**config.mk**
```make
export PLATFORM = sky130hd
export DESIGN_NAME = rr_arbiter8
export DESIGN_NICKNAME = d
export VERILOG_FILES = /design/src/rtl/rr_arbiter8.sv
export SDC_FILE = /design/constraint.sdc
export NUM_CORES = 1
export LEC_CHECK = 0
export CORE_MARGIN = 8
export CORE_UTILIZATION = 45
export CTS_BUF_LIST = sky130_fd_sc_hd__clkbuf_8
export DETAILED_ROUTE_END_ITERATION = 10
export HOLD_SLACK_MARGIN = 0.08
export PLACE_DENSITY = 0.75
export SLEW_MARGIN = 20
export SYNTH_ARGS = -nofsm -noshare
export SYNTH_HDL_FRONTEND = slang
export SYNTH_SLANG_ARGS = --single-unit
```
**constraint.sdc**
```tcl
create_clock -name clk -period 3.5 [get_ports clk]
set_input_delay 1.05 -clock clk [delete_from_list [all_inputs] [get_ports clk]]
set_output_delay 1.05 -clock clk [all_outputs]
set_load 0.02 [all_outputs]
```
**src/rtl/rr_arbiter8.sv**
```systemverilog
// Round-robin arbiter for 8 requesters; grant held until the owner drops req.
// Optional forced release after HOLD_MAX cycles when ARB_TIMEOUT_EN is defined.
module rr_arbiter8 #(
  parameter int unsigned HOLD_MAX = 15,
  parameter int unsigned CNT_W    = 4
) (
  input  logic       clk,
  input  logic       rst_n,
  input  logic       en,
  input  logic [7:0] req,
  output logic [7:0] gnt,
  output logic [2:0] gnt_idx,
  output logic       gnt_valid,
  output logic       preempt
);

  if (HOLD_MAX == 0 || HOLD_MAX > (1 << CNT_W)) begin : gen_param_check
    $error("rr_arbiter8: HOLD_MAX must lie in 1..2**CNT_W");
  end

  typedef enum logic [1:0] {StIdle, StGrant, StGap} state_e;

  state_e     state_q, state_d;
  logic [2:0] ptr_q, ptr_d;
  logic [2:0] idx_q, idx_d;
  logic [7:0] gnt_q, gnt_d;
  logic [2:0] win;
  logic       found;

`ifdef ARB_TIMEOUT_EN
  localparam logic [CNT_W-1:0] HoldLast = CNT_W'(HOLD_MAX - 1);

  logic [CNT_W-1:0] hold_q, hold_d;
  logic             preempt_q, preempt_d;
`endif

  // Rotating priority: first set request at or after ptr wins.
  always_comb begin
    found = 1'b0;
    win   = ptr_q;
    for (int i = 0; i < 8; i++) begin
      if (!found && req[ptr_q + 3'(i)]) begin
        found = 1'b1;
        win   = ptr_q + 3'(i);
      end
    end
  end

  always_comb begin
    state_d = state_q;
    ptr_d   = ptr_q;
    idx_d   = idx_q;
    gnt_d   = gnt_q;
`ifdef ARB_TIMEOUT_EN
    hold_d    = hold_q;
    preempt_d = 1'b0;
`endif
    unique case (state_q)
      StIdle: begin
        gnt_d = 8'h00;
        if (en && found) begin
          gnt_d   = 8'h01 << win;
          idx_d   = win;
          state_d = StGrant;
`ifdef ARB_TIMEOUT_EN
          hold_d  = '0;
`endif
        end
      end
      StGrant: begin
        if (!req[idx_q]) begin
          gnt_d   = 8'h00;
          ptr_d   = idx_q + 3'd1;
          state_d = StGap;
`ifdef ARB_TIMEOUT_EN
        end else if (hold_q == HoldLast) begin
          gnt_d     = 8'h00;
          ptr_d     = idx_q + 3'd1;
          preempt_d = 1'b1;
          state_d   = StGap;
        end else if (hold_q != '1) begin
          hold_d = hold_q + 1'b1;
`endif
        end
      end
      StGap: begin
        gnt_d   = 8'h00;
        state_d = StIdle;
      end
      default: begin
        gnt_d   = 8'h00;
        state_d = StIdle;
      end
    endcase
  end

  always_ff @(posedge clk or negedge rst_n) begin
    if (!rst_n) begin
      state_q <= StIdle;
      ptr_q   <= 3'd0;
      idx_q   <= 3'd0;
      gnt_q   <= 8'h00;
    end else begin
      state_q <= state_d;
      ptr_q   <= ptr_d;
      idx_q   <= idx_d;
      gnt_q   <= gnt_d;
    end
  end

`ifdef ARB_TIMEOUT_EN
  always_ff @(posedge clk or negedge rst_n) begin
    if (!rst_n) begin
      hold_q    <= '0;
      preempt_q <= 1'b0;
    end else begin
      hold_q    <= hold_d;
      preempt_q <= preempt_d;
    end
  end

  assign preempt = preempt_q;
`else
  assign preempt = 1'b0;
`endif

  assign gnt       = gnt_q;
  assign gnt_idx   = idx_q;
  assign gnt_valid = |gnt_q;

endmodule

```
After elaboration in Yosys (flattened, before gate mapping)
Index checks and enable logic that the tools add are counted.
- register bits: 16
- bits in latches: 0
- RAM bits: 0
- ROM bits: 0
- output and inout port bits: 13
- word-level logic and storage cells: 85
- memories kept: 0
- add/subtract/negate cells: 8
- $mul: 0
- div/mod/pow operators: 0
- $lt $le $gt $ge: 9
- eq/ne operators: 3
- shift-type cells: 1
- multiplexer cells: 39
- bitwise gates (word level): 1
- reductions and logical operators: 20
- operators by type and width (cell ; count):
    less-than comparator 3 x 4 -> 1 bit, second input constant ; 9
    binary-select mux 1 bit (select 3 bit) ; 9
    2-to-1 mux 3 bit ; 7
    2-to-1 mux 1 bit ; 17
    2-to-1 mux 8 bit ; 2
    one-hot mux 8 bit (2 select lines) ; 1
    adder 3 bit, second input constant ; 4
    logical AND 1 bit ; 8
    OR reduction 8 bit ; 1
    << shifter 1 x 3 -> 8 bit, first input constant ; 1
    logical NOT 1 bit ; 7
    adder 3 x 1 -> 3 bit, second input constant ; 2
    adder 3 x 2 -> 3 bit, second input constant ; 2
    AND reduction 2 bit ; 3
    2-to-1 mux 2 bit ; 2
    != test 2 bit, second input constant ; 2
    one-hot mux 2 bit (2 select lines) ; 1
    == test 2 x 1 -> 1 bit, second input constant ; 1
    logical NOT 2 bit ; 1
    inverter 1 bit ; 1

Depth between registers and ports, before layout
- depth after elaboration: 27
- depth in mapped cells: 14
- depth with buffers taken out: 9

Worst setup path after synthesis
No wires, ideal clock.
- kind: reg2reg
- start point: register ptr_q[0]
- end point: register gnt_q[2] (netlist: gnt[2])
- library setup time: 0.110 ns
- data arrival time: 3.142 ns
- data required time: 3.390 ns
- slack: 0.248 ns
- cell stages (with the launch flop): 14
- period minus slack after synthesis: 3.252 ns
- cell sequence: dfrtp_1 buf_6 buf_12 inv_2 ha_1 buf_6 buf_12 mux2i_1 mux4_2 mux2_1 o32ai_1 nor4_1 or2_4 o41ai_1
- cells in the longest elaborated chain, start to end: 27
- ends and longest elaborated chain (element ; line ; text):
    start, declared ; 24 ; logic [2:0] ptr_q, ptr_d;
    start signal, assigned ; 105 ; ptr_q <= ptr_d;
    parallel branches: the longest is 25 deep, another holds adder 3 x 1 -> 3 bit ; n/a ;
    2-to-1 mux 8 bit (*) ; 61 ; if (en && found) begin
    one-hot mux 8 bit (2 select lines) (*) ; 58 ; unique case (state_q)
    end signal, assigned ; 107 ; gnt_q <= gnt_d;
    end, declared ; 26 ; logic [7:0] gnt_q, gnt_d;
Every way passes the cells marked *. The select of a mux whose other input is x is not followed.
A chain may end at the register's enable or synchronous reset.

Final worst setup path
- start point: input req[5]
- end point: register gnt_q[0] (netlist: gnt[0])
- cells in the longest elaborated chain, start to end: 27
- ends and longest elaborated chain (element ; line ; text):
    start, declared ; 10 ; input logic [7:0] req,
    binary-select mux 1 bit (select 3 bit) ; 42 ; if (!found && req[ptr_q + 3'(i)]) begin
    2-to-1 mux 1 bit (not written as such) ; 42 ;
    2-to-1 mux 1 bit ; 42 ;
    logical NOT 1 bit ; 42 ;
    logical AND 1 bit ; 42 ;
    2-to-1 mux 1 bit ; 42 ;
    logical NOT 1 bit ; 42 ;
    logical AND 1 bit ; 42 ;
    [11 not listed] ; n/a ;
    logical AND 1 bit ; 42 ;
    2-to-1 mux 1 bit ; 42 ;
    logical NOT 1 bit ; 42 ;
    logical AND 1 bit ; 42 ;
    2-to-1 mux 3 bit or 2-to-1 mux 1 bit (tied branches) ; 42 ;
    << shifter 1 x 3 -> 8 bit or logical AND 1 bit (tied branches) ; 62, 61 ;
    2-to-1 mux 8 bit ; 61 ;
    one-hot mux 8 bit (2 select lines) ; 58 ;
Parallel ways exist; a longest one is shown, timed or not. The select of a mux whose other input is x is not followed.

==> results.toml <==
[critical_path]
crit_start = "req[5]"
cp.arrival_ns = 3.52
r2r-start = "ptr_q[0]"
cp-end-kind = "flop"
required_ns = 3.64
start_kind = "input port"
path_class = "in -> reg"
path_max_fanout = 5

[sta]
fin_tns_setup_ns = 0
fin_skew_ns = 0.00152
rsz0062_at_grt = "no"
tightest_slew_ns = 0.711
min_period_ns = 3.38
slew_violations = 0
finalHoldViolations = 0
post-route-period-util_pct = 96.5
setup_violations = 0
max_freq_mhz = 296
relSlewSlack_pct = 52.4

[logic_synthesis]
synthArstFlopShare_pct = 100
synth-seq-cells = 16
ys_types = 55
synth_edf_count = 0
synth_nets = 193
synth-seq-area-share_pct = 21.6
yosysWarningCount = 0
synth.avg_cell_area_sq_um = 10.3
synth_cells = 179
syn_area_sq_um = 1850
synth_flop_cell = "dfrtp_1"

[clock_network]
clk_latency_ns = 0.25
root_buffer = "clkbuf_8"
htreeDepth = 1
numClockSinks = 16
clk_pin_slew_worst_paths_ns = 0.06
hold_buffers = 0
numCtsBuffers = 3
cts_tree = "built"
cts_max_path_buffers = 2

[global_routing]
track_usage_pct = 16.6
grt_pass1_wl_microns = 8670
grt_max_degree = 17
first_global_vias = 1795
grt.overflow.total = 0
grt_antenna_before_repair = 0

[cells_and_area]
area.growth.synth_to_final_pct = 35.2
final_nets = 249
drive_above_1_share_pct = 38.0
diodes = 0
final_core_util_pct = 63.0
design_area_sq_um = 2500
instances_no_fill = 284

[detailed_routing]
drt-total-wl_microns = 5270
post-route-drc-count = 0
drt_first_iter_violations = 96
wire_per_inst_microns = 18.5
viasPerCell = 6.10
vias = 1733
ant_nets = 0
dr.pass1.iters = 4

[floorplan]
die_y_microns = 80.2
start_util_pct = 46.6
io_pins = 24
core_sq_um = 3970
dieWidth_microns = 80.2
row_count = 23
dieArea_sq_um = 6420

[place]
dpl_cell_area_sq_um = 2270
placed_cells = 274
io_buffers = 22
dpl.hpwl_microns = 3760
routabilityCongestion = 0.876

[outcome]
status = "finished, final reports clean"

[hold_path]
min_from = "gnt[2]"
min_path_type = "reg -> reg"

[flow_run]
cap_violations = 0
final cells by class:
| cell class | count | area, sq um |
|---|---|---|
| fillers | 328 | 1470 |
| multi-input cells | 144 | 1440 |
| repair buffers | 61 | 510 |
| flip-flops and latches | 16 | 400 |
| well taps | 50 | 62.6 |
| clock buffers | 4 | 55.1 |
| inverters | 9 | 33.8 |
cells by family after synthesis:
| logic type | after synthesis | share of synthesized area (%) |
|---|---|---|
| adders and majority gates | 3 | 2.03 |
| AOI/OAI and AO/OA | 39 | 17.0 |
| buffers and inverters | 19 | 8.04 |
| other | 1 | 0.203 |
| and+or+nand+nor | 56 | 15.4 |
| DFF | 16 | 21.6 |
| xor gates and xnor gates | 7 | 3.31 |
| muxes | 38 | 32.4 |
timing repair:
item / CTS / global route
pin swaps: 1 / 5
gates resized for setup: 20 / 10
setup buffers: 2 / 4
gates cloned: 0 / 0
hold endpoints to repair: 0 / 0
endpoints found under the setup margin: 10 / 11
metal layers:
layer  GRT usage, %  vias up  wire, microns
met5              0        -              0
met4           3.45        0             59
met3           3.35        6            196
met2           28.8       42           2700
met1           20.7      876           2310
li1               -      809              -
cell usage after synthesis (all sizes together), types with 3 or more instances:
cell / count / area share (%)
mux2: 6 / 3.6
mux4: 14 / 17
xnor2: 5 / 2.4
dfrtp: 16 / 22
nor4: 3 / 1.0
nor2: 11 / 2.6
mux2i: 18 / 11
ha: 3 / 2.0
and3: 4 / 1.4
o41ai: 8 / 3.8
a211oi: 3 / 1.2
inv: 8 / 1.6
a32oi: 3 / 1.8
buf: 8 / 5.3
o22ai: 3 / 1.0
nand3: 4 / 1.1
nand2: 23 / 4.8
o21ai: 6 / 1.6
metrics by stage:
| step | hold slack, ns | setup WS (ns) |
|---|---|---|
| 2_1_floorplan | 0.566 | 0.248 |
| 3_3_place_gp | 0.495 | -0.286 |
| 3_5_place_dp | 0.499 | -0.404 |
| 4_1_cts | 0.514 | 0.000583 |
| 5_1_grt | 0.550 | 0.0460 |
| 6_report | 0.510 | 0.121 |
sequential cells by signal (all words and copies together), names as in the netlist:
register	cells
gnt	8
ptr_q	3
gnt_idx	3
state_q	2
final timing paths:
path                                  to  slack (ns)  cells past startpoint
worst max register to register    gnt[0]        0.13                     11
worst min-delay path              gnt[2]        0.51                      2
worst min register to register    gnt[2]        0.51                      2
worst max-delay path              gnt[0]        0.12                      9
max in group asynchronous       ptr_q[1]        1.82                      1
min in group asynchronous         gnt[7]        1.23                      1
worst max-delay path: stages:
cell	delay, ns
dlygate4sd2_1	0.27
buf_4	0.16
mux4_2	0.55
mux2i_4	0.21
nand2_2	0.09
or4_4	0.53
a31oi_4	0.21
nor2_4	0.10
o41ai_2	0.34
placed cells by master, fill, tap and decap left out, types with 3 or more instances in the layout:
master,instances
nand2_1,22
and3_1,3
clkdlybuf4s50_1,14
ha_1,3
nor2_1,8
dlygate4sd2_1,6
buf_4,39
inv_1,7
o22ai_1,3
a211oi_1,3
mux2_2,3
nand3_1,4
mux4_2,13
dfrtp_1,16
xnor2_1,4
mux2i_1,15
o41ai_2,7
clkbuf_8,4
o21ai_0,5
Power is left out: the tool's default activity adds up to more than one toggle a clock period on the data nets, which glitch-free logic cannot reach.
